==> config.mk <==
export PLATFORM = sky130hd
export DESIGN_NAME = branch_resolver
export DESIGN_NICKNAME = d
export VERILOG_FILES = /design/src/rtl/mips_core_pkg.sv /design/src/rtl/branch_resolver_fifo.sv /design/src/rtl/branch_resolver.sv
export SDC_FILE = /design/constraint.sdc
export NUM_CORES = 1
export LEC_CHECK = 0
export BUFFER_PORTS_ARGS = -buffer_cell sky130_fd_sc_hd__buf_2
export CAP_MARGIN = 20
export CORE_MARGIN = 1
export CORE_UTILIZATION = 30
export CTS_BUF_LIST = sky130_fd_sc_hd__clkbuf_2
export DETAILED_ROUTE_END_ITERATION = 8
export PLACE_DENSITY = 0.58
export SLEW_MARGIN = 20
export SYNTH_ARGS = -nofsm -noshare
export SYNTH_HDL_FRONTEND = slang
export SYNTH_SLANG_ARGS = --single-unit
==> constraint.sdc <==
create_clock -name clk -period 5.65 [get_ports clk]
set_input_delay 1.13 -clock clk [delete_from_list [all_inputs] [get_ports clk]]
set_output_delay 1.13 -clock clk [all_outputs]
set_load 0.1 [all_outputs]
==> src/rtl/mips_core_pkg.sv <==
// Shared core types: address width, branch outcome encoding, resolver FSM state
// and the in-flight branch record held by the resolver FIFO.
package mips_core_pkg;

  localparam int ADDR_WIDTH = 32;

  typedef enum logic {
    NOT_TAKEN = 1'b0,
    TAKEN     = 1'b1
  } BranchOutcome;

  typedef enum logic {
    NORMAL  = 1'b0,
    RECOVER = 1'b1
  } ResolverState;

  typedef struct packed {
    logic [ADDR_WIDTH-1:0] pc;
    BranchOutcome          prediction;
    logic [ADDR_WIDTH-1:0] target;
  } BranchEntry;

endpackage

==> src/rtl/branch_resolver_fifo.sv <==
// Program-order store of in-flight branches; flush drops every entry at once.
module branch_resolver_fifo
  import mips_core_pkg::*;
#(
  parameter int DEPTH = 4
) (
  input  logic       clk,
  input  logic       rst_n,
  input  logic       push,
  input  logic       pop,
  input  logic       flush,
  input  BranchEntry push_entry,
  output BranchEntry head_entry,
  output logic       empty,
  output logic       full
);

  localparam int PTR_W = $clog2(DEPTH);
  localparam int OCC_W = PTR_W + 1;

  BranchEntry       mem [DEPTH];
  logic [PTR_W-1:0] wr_ptr;
  logic [PTR_W-1:0] rd_ptr;
  logic [OCC_W-1:0] occupancy;

  always_ff @(posedge clk) begin
    if (!rst_n || flush) begin
      wr_ptr    <= '0;
      rd_ptr    <= '0;
      occupancy <= '0;
    end else begin
      if (push) wr_ptr <= wr_ptr + PTR_W'(1);
      if (pop)  rd_ptr <= rd_ptr + PTR_W'(1);
      case ({push, pop})
        2'b10:   occupancy <= occupancy + OCC_W'(1);
        2'b01:   occupancy <= occupancy - OCC_W'(1);
        default: occupancy <= occupancy;
      endcase
    end
  end

  // Payload is left unreset; occupancy alone decides what is valid.
  always_ff @(posedge clk) begin
    if (push) mem[wr_ptr] <= push_entry;
  end

  assign head_entry = mem[rd_ptr];
  assign empty      = (occupancy == '0);
  assign full       = (occupancy == OCC_W'(DEPTH));

endmodule

==> src/rtl/branch_resolver.sv <==
// Tracks outstanding conditional branches, trains the predictor on resolution
// and issues a one-cycle redirect with flush on a misprediction.
module branch_resolver
  import mips_core_pkg::*;
#(
  parameter int DEPTH     = 4,
  parameter int CNT_WIDTH = 32
) (
  input  logic                  clk,
  input  logic                  rst_n,
  input  logic                  i_push_valid,
  input  logic [ADDR_WIDTH-1:0] i_push_pc,
  input  BranchOutcome          i_push_prediction,
  input  logic [ADDR_WIDTH-1:0] i_push_target,
  output logic                  o_push_ready,
  input  logic                  i_res_valid,
  input  BranchOutcome          i_res_outcome,
  output logic                  o_fb_valid,
  output logic [ADDR_WIDTH-1:0] o_fb_pc,
  output BranchOutcome          o_fb_prediction,
  output BranchOutcome          o_fb_outcome,
  output logic                  o_recover_valid,
  output logic [ADDR_WIDTH-1:0] o_recover_target,
  output logic [CNT_WIDTH-1:0]  o_branch_count,
  output logic [CNT_WIDTH-1:0]  o_mispredict_count,
  output logic                  o_err
);

  ResolverState state;
  BranchEntry   head;
  BranchEntry   push_entry;
  logic         fifo_empty;
  logic         fifo_full;
  logic         in_normal;
  logic         res_fire;
  logic         mispredict;
  logic         res_correct;
  logic         push_fire;
  logic         push_err;
  logic         res_err;

  assign in_normal   = (state == NORMAL);
  assign res_fire    = i_res_valid && in_normal && !fifo_empty;
  assign mispredict  = res_fire && (i_res_outcome != head.prediction);
  assign res_correct = res_fire && !mispredict;

  // A correct resolve frees the head slot this cycle, so a push may ride along
  // even when the FIFO is full.
  assign push_fire = i_push_valid && in_normal && !mispredict && (!fifo_full || res_correct);
  assign push_err  = i_push_valid && in_normal && !mispredict && !push_fire;
  assign res_err   = i_res_valid && (!in_normal || fifo_empty);

  assign o_push_ready = !fifo_full && in_normal;

  assign push_entry = '{pc: i_push_pc, prediction: i_push_prediction, target: i_push_target};

  branch_resolver_fifo #(
    .DEPTH(DEPTH)
  ) u_fifo (
    .clk       (clk),
    .rst_n     (rst_n),
    .push      (push_fire),
    .pop       (res_fire),
    .flush     (mispredict),
    .push_entry(push_entry),
    .head_entry(head),
    .empty     (fifo_empty),
    .full      (fifo_full)
  );

  always_ff @(posedge clk) begin
    if (!rst_n) begin
      state              <= NORMAL;
      o_fb_valid         <= 1'b0;
      o_fb_pc            <= '0;
      o_fb_prediction    <= NOT_TAKEN;
      o_fb_outcome       <= NOT_TAKEN;
      o_recover_valid    <= 1'b0;
      o_recover_target   <= '0;
      o_branch_count     <= '0;
      o_mispredict_count <= '0;
      o_err              <= 1'b0;
    end else begin
      // RECOVER lasts exactly the cycle the redirect is visible.
      state           <= mispredict ? RECOVER : NORMAL;
      o_fb_valid      <= res_fire;
      o_recover_valid <= mispredict;
      if (res_fire) begin
        o_fb_pc         <= head.pc;
        o_fb_prediction <= head.prediction;
        o_fb_outcome    <= i_res_outcome;
      end
      if (mispredict) begin
        o_recover_target <= (i_res_outcome == TAKEN) ? head.target
                                                     : head.pc + ADDR_WIDTH'(8);
      end
      if (res_fire && !(&o_branch_count))
        o_branch_count <= o_branch_count + CNT_WIDTH'(1);
      if (mispredict && !(&o_mispredict_count))
        o_mispredict_count <= o_mispredict_count + CNT_WIDTH'(1);
      o_err <= o_err | res_err | push_err;
    end
  end

endmodule

==> results of run 1 <==
## cells by family after synthesis
group / share of synthesized area [%]
AO/OA/AOI/OAI: 4.194
XOR/XNOR: 4.509
adder cells (fa/ha/maj): 0.7362
buffers and inverters: 2.515
flip-flops: 65.27
multiplexers: 9.915
AND/OR/NAND/NOR: 12.86
## per-layer routing
layer  track usage, %  wire, um  up-vias
li1                 -         -     4943
met1            20.59     19150     5211
met2            24.34     20140      349
met3            4.409      2946       65
met4            4.694       719        2
met5                0        11        -
## metrics by stage
step	hold WS [ps]	total power, mW	setup slack [ps]	cell area [sq um]	std cells
floorplan	484.7	5.738	1415	16320	1163
global placement	442.7	6.356	1604	17980	2015
detailed placement	444.2	6.389	1514	17980	2015
CTS	90.96	8.409	1758	18930	2204
global route	101.4	8.726	1592	18950	2207
finish	259.7	8.293	1847	18960	2210
## cell usage in the layout (no fill, tap or decap), drive strengths merged, types with 9 or more instances in the layout
cell and count:
nor4b 10, dfxtp 142, nand4 19, nor3 30, inv 24, a21oi 49
nor3b 11, clkinv 29, mux4 65, edfxtp 260, clkbuf 156, o21ai 15
and2 35, buf 216, mux2i 9, and3 19, nor4 14, xor2 21
xnor2 63, nor2 52, a21boi 9, nand2 138, and4 13, nand3 44
## registers in the layout (all words and copies together), names as in the netlist, named ones only
name / flops
o_mispredict_count: 32
o_branch_count: 32
o_fb_valid: 1
u_fifo.wr_ptr: 2
o_fb_outcome: 1
o_recover_target: 32
u_fifo.occupancy: 3
o_err: 1
u_fifo.mem: 260
o_recover_valid: 1
o_fb_pc: 32
o_fb_prediction: 1
u_fifo.rd_ptr: 2
## worst max-delay path, delay by kind of cell (launching register included)
| kind | cells | cell delay (ps) |
|---|---|---|
| AND/OR/NAND/NOR | 3 | 1690 |
| multiplexers | 1 | 690 |
| flip-flops | 1 | 730 |
| XOR/XNOR | 1 | 240 |
## report_power, final
| part | leakage [nW] | total (mW) | internal (mW) | switching (mW) |
|---|---|---|---|---|
| logic | 2.77 | 2.51 | 0.631 | 1.88 |
| clock network | 0.729 | 2.00 | 0.789 | 1.21 |
| registers | 3.53 | 3.78 | 3.60 | 0.184 |
| total | 7.04 | 8.29 | 5.02 | 3.27 |
## area by class of cell
type	count	area [sq um]	area share (%)
tap	696	870.8	4.593
multi-input combinational	681	5270	27.79
antenna	5	12.51	0.06598
inverter	21	78.83	0.4157
sequential	402	10660	56.19
timing repair buffer	216	1126	5.939
clock buffer	156	780.7	4.117
clock inverter	33	167.7	0.8842
## path summary, 6_finish.rpt
| kind | startpoint | to | slack (ps) | depth (start not counted) |
|---|---|---|---|---|
| setup / recovery | flip-flop | u_fifo.mem[3][33] | 1850 | 5 |
| hold / removal | i_push_pc[16] | u_fifo.mem[1][49] | 260 | 1 |
| setup reg to reg | flip-flop | u_fifo.mem[3][33] | 1850 | 5 |
| hold reg to reg | o_fb_pc[14] | o_fb_pc[14] | 460 | 2 |
==> impl_metrics.yaml, run 1 <==
detailed_routing:
  dr.pass1.iters: 5
  antenna_left: 0
  vias: 10570
  wl_per_cell_um: 19.44
  via_per_inst: 4.783
  wl_um: 42960
  drc: 0
  drt_iter0_markers: 871
synthesis:
  synthArstFlopShare_pct: 0
  synth.most_common_cell: "edfxtp_1"
  ys.flop_type: "edfxtp_1"
  synth-edff-count: 260
  post-synth-top-area-cell: "edfxtp_1"
  netlist_area_sq_um: 16320
  synth_cells: 1163
  synth_cell_types: 52
  synth_top_area_share_pct: 47.85
  syn-num-nets: 1242
  yosysSeqAreaShare_pct: 65.27
  yosysWarnings: 0
  synth_top_cells_by_area: "edfxtp_1, dfxtp_1, mux4_2"
  synth-seq-cells: 402
  synth_common_cells: "edfxtp_1, dfxtp_1, nand2_1"
  avgSynthCellArea_sq_um: 14.03
global_routing:
  grt_max_degree: 68
  track_usage_pct: 15.45
  antenna_found_initial: 8
  grt_overflow: 0
  grt_pass1_wl_um: 64540
  grt_pass1_vias: 10450
worst_setup_path:
  cp-start-kind: "flip-flop"
  cp.arrival_ps: 4440
  critPathSlowestCell: "and2_4"
  required_ps: 6290
  critPathCaptureType: "flip-flop"
  path_cells: "mux4_1, xor2_1, and2_2, nor4b_4, and2_4"
  critPathKind: "reg2reg"
  cp_max_fo: 65
  slowest_delay_ps: 910
layout:
  nets: 1503
  final_util_pct: 35.24
  fillers: 5328
  drive_above_1_share_pct: 29.42
  syn2layout_area_growth_pct: 16.21
min_path:
  hold_path.class: "in2reg"
clocking:
  clk_pin_slew_worst_paths_ps: 110
  numCtsBuffers: 102
  tritoncts: "yes"
  clk_latency_ps: 1080
  postCtsSetupRepairBufs: 0
  htreeDepth: 3
  cts_sinks: 402
  cts_resized: 0
  cts_buffer_depth: 3
  cts_hold_buffers: 0
  cts_root_buffer: "clkbuf_2"
timing:
  rsz0062_at_grt: "no"
  skew_ps: 108.2
  tightest_slew_ps: 1066
  final_max_slew_viol_count: 0
  max_freq_mhz: 263.0
  layout_min_cycle_time_ps: 3803
  setup_viol: 0
  finalCritPeriodShare_pct: 67.31
  setup_tns_ps: 0
  relSlewSlack_pct: 28.91
  hold_violations: 0
power:
  p_leak_nw: 7.036
  peakVddDrop_uv: 313.5
  powerDensity_nw_per_um2: 437.4
die:
  initial_utilization_pct: 30.32
  core_sq_um: 53810
  die-area_sq_um: 55330
  die_h_um: 235.2
  die_x_um: 235.2
  ios: 204
  placementRows: 85
run:
  maxCapViolCount: 0
run_status:
  status: "finished, final reports clean"
place:
  gp_congestion: 0.8064
  port_buffers: 203
  dp_hpwl_um: 27640
Power figures use the tool's default switching activity.
==> run 2, diff against run 1 <==
--- a/config.mk
+++ b/config.mk
@@ -11,7 +11,7 @@
 export CORE_UTILIZATION = 30
 export CTS_BUF_LIST = sky130_fd_sc_hd__clkbuf_2
 export DETAILED_ROUTE_END_ITERATION = 8
-export PLACE_DENSITY = 0.58
+export PLACE_DENSITY = 0.59
 export SLEW_MARGIN = 20
 export SYNTH_ARGS = -nofsm -noshare
 export SYNTH_HDL_FRONTEND = slang
==> constraint.sdc (replaced) <==
create_clock -name clk -period 3.3 [get_ports clk]
set_input_delay 0.66 -clock clk [delete_from_list [all_inputs] [get_ports clk]]
set_output_delay 0.66 -clock clk [all_outputs]
set_load 0.1 [all_outputs]
==> run 2 against run 1 <==
Net effect:
- the flow now finishes with violations (DRC)
- hold slack worse by 67 ps
- clock power is 86% higher
- cell area is 5.3% higher
- global-route usage rose by 0.29 points
- flip-flop and latch count stayed put
- via count is 3.2% higher
- non-clock buffer count increased by 84
- fmax is 22% higher
- critical path depth rose by 7
- sequential power grew 70%
- worst setup slack got worse by 1700 ps
==> impl_metrics.yaml, run 2 (synthesized netlist as in run 1, its figures left out) <==
run_status:
  status: "complete, but fails checks"
  violations: "DRC"
power:
  p_leak_nw: 7.484
  peakVddDrop_uv: 523.3
  p_sw_share_pct: 38.75
  powerDensity_nw_per_um2: 736.5
  p_clk_share_pct: 25.2
  pwr-share-seq_pct: 43.8
  netSwitchingPower_mw: 5.699
  p_int_mw: 9.007
  total_power_mw: 14.71
  share_comb_of_total_power_pct: 31.0
detailed_routing:
  via_per_inst: 4.745
  drt_iter0_markers: 698
  wl_um: 43640
  wl_per_cell_um: 18.99
  dr.pass1.iters: 7
  antenna_left: 0
  vias: 10900
  drc: 4
timing:
  holdWs_ps: 192.8
  relSlewSlack_pct: 38.79
  hold_violations: 0
  tightest_slew_ps: 909.8
  final_max_slew_viol_count: 0
  finalCritPeriodShare_pct: 94.59
  layout_min_cycle_time_ps: 3122
  skew_ps: 90.84
  max_freq_mhz: 320.4
  rsz0062_at_grt: "no"
  setup_viol: 0
place:
  port_buffers: 203
  gp_congestion: 0.8116
  dp_hpwl_um: 29220
  dpl_cell_area_sq_um: 18210
layout:
  regMostFlops: "u_fifo.mem"
  final_common_cell: "edfxtp_1"
  finalInstanceArea_sq_um: 19970
  nets: 1589
  syn2layout_area_growth_pct: 22.38
  layout_common_cells: "edfxtp_1, buf_2, clkbuf_2"
  largest_reg_flops: 260
  drive_above_1_share_pct: 29.20
die:
  core_sq_um: 53810
  die-area_sq_um: 55330
  die_x_um: 235.2
  die_h_um: 235.2
  placementRows: 85
  ios: 204
  initial_utilization_pct: 30.32
global_routing:
  track_usage_pct: 15.74
  grt_pass1_wl_um: 65830
  grt_max_degree: 65
  antenna_found_initial: 4
  grt_pass1_vias: 11050
  grt_overflow: 0
clocking:
  numCtsBuffers: 104
  cts_sinks: 402
  htreeDepth: 3
  cts_buffer_depth: 3
  postCtsSetupRepairBufs: 0
  clk_pin_slew_worst_paths_ps: 90
  cts_resized: 0
  clk_latency_ps: 1130
  tritoncts: "yes"
  cts_root_buffer: "clkbuf_2"
worst_setup_path:
  cp-start-kind: "flip-flop"
  critPathCaptureType: "flip-flop"
  cp_max_fo: 7
  required_ps: 4230
  cp.arrival_ps: 4050
  critPathKind: "reg2reg"
min_path:
  worstHoldStart: "i_res_outcome"
  hold_path.class: "in2reg"
run:
  maxCapViolCount: 0
-- run 2: cell count changes in the layout (fill, tap and decap cells not counted) --
| cell | delta |
|---|---|
| buf_12 | +8 |
| clkinv_2 | +2 |
| clkbuf_2 | +4 |
| nand2_2 | -1 |
| inv_8 | +2 |
| clkinv_1 | -5 |
| inv_6 | -2 |
| diode_2 | +1 |
| nand2_1 | +1 |
| inv_2 | -1 |
| buf_4 | +7 |
| bufinv_16 | +3 |
| dlygate4sd3_1 | +69 |
-- run 2: through the flow --
step | setup WS [ps] | TNS, ps | cells | util [%]
after floorplan | -217.4 | -56530 | 1163 | -
after global placement | 324.8 | 0 | 2031 | 33.84
after detailed placement | 290.8 | 0 | 2031 | 33.84
after CTS | 196.2 | 0 | 2292 | 37.08
after global routing | 21.79 | 0 | 2297 | 37.10
final | 178.5 | 0 | 2298 | 37.11
-- run 2: worst paths after layout --
check                        endpoint  slack, ps  cells past startpoint
setup / recovery  u_fifo.occupancy[2]        180                     12
hold / removal       u_fifo.rd_ptr[0]        190                      6
setup reg to reg  u_fifo.occupancy[2]        180                     12
hold reg to reg           o_fb_pc[25]        450                      2
-- run 2: critical path, stage by stage, from the launching register on --
cell and delay [ps]:
dfxtp_4 370, mux4_1 610, xor2_1 180, and2_2 220, nor4b_4 570, inv_1 110, ha_1 230, inv_1 70
fa_1 170, xor2_1 160, nor2_1 70, xnor2_1 140, nor2_1 50
-- run 2: metal layers --
metal	wire length (um)	track usage [%]	vias up
met2	20810	25.59	318
met5	0	0	-
met1	19400	20.60	5379
met4	798	4.714	0
met3	2629	4.057	68
li1	-	-	5139
-- run 2: timing repair --
| item | CTS | global route |
|---|---|---|
| endpoints found under the hold margin | 277 | 0 |
| endpoints found under the setup margin | 0 | 0 |
| hold buffers | 69 | 0 |
-- run 2: cell type report --
cell class	instances	area, sq um
inverters	21	78.83
clock inverters	32	250.2
well taps	696	870.8
diodes	6	15.01
flip-flops and latches	402	10660
multi-input cells	681	5268
repair buffers	300	2029
clock buffers	160	800.8
fillers	5298	33850
-- run 2: power by group through the flow --
stage / Sequential, mW / Combinational [mW] / Clock, mW
2_1_floorplan: 7.92 / 1.88 / 0
3_5_place_dp: 6.56 / 4.55 / 0
3_3_place_gp: 6.52 / 4.53 / 0
6_report: 6.44 / 4.56 / 3.71
4_1_cts: 6.44 / 4.65 / 3.84
5_1_grt: 6.50 / 4.84 / 4.09
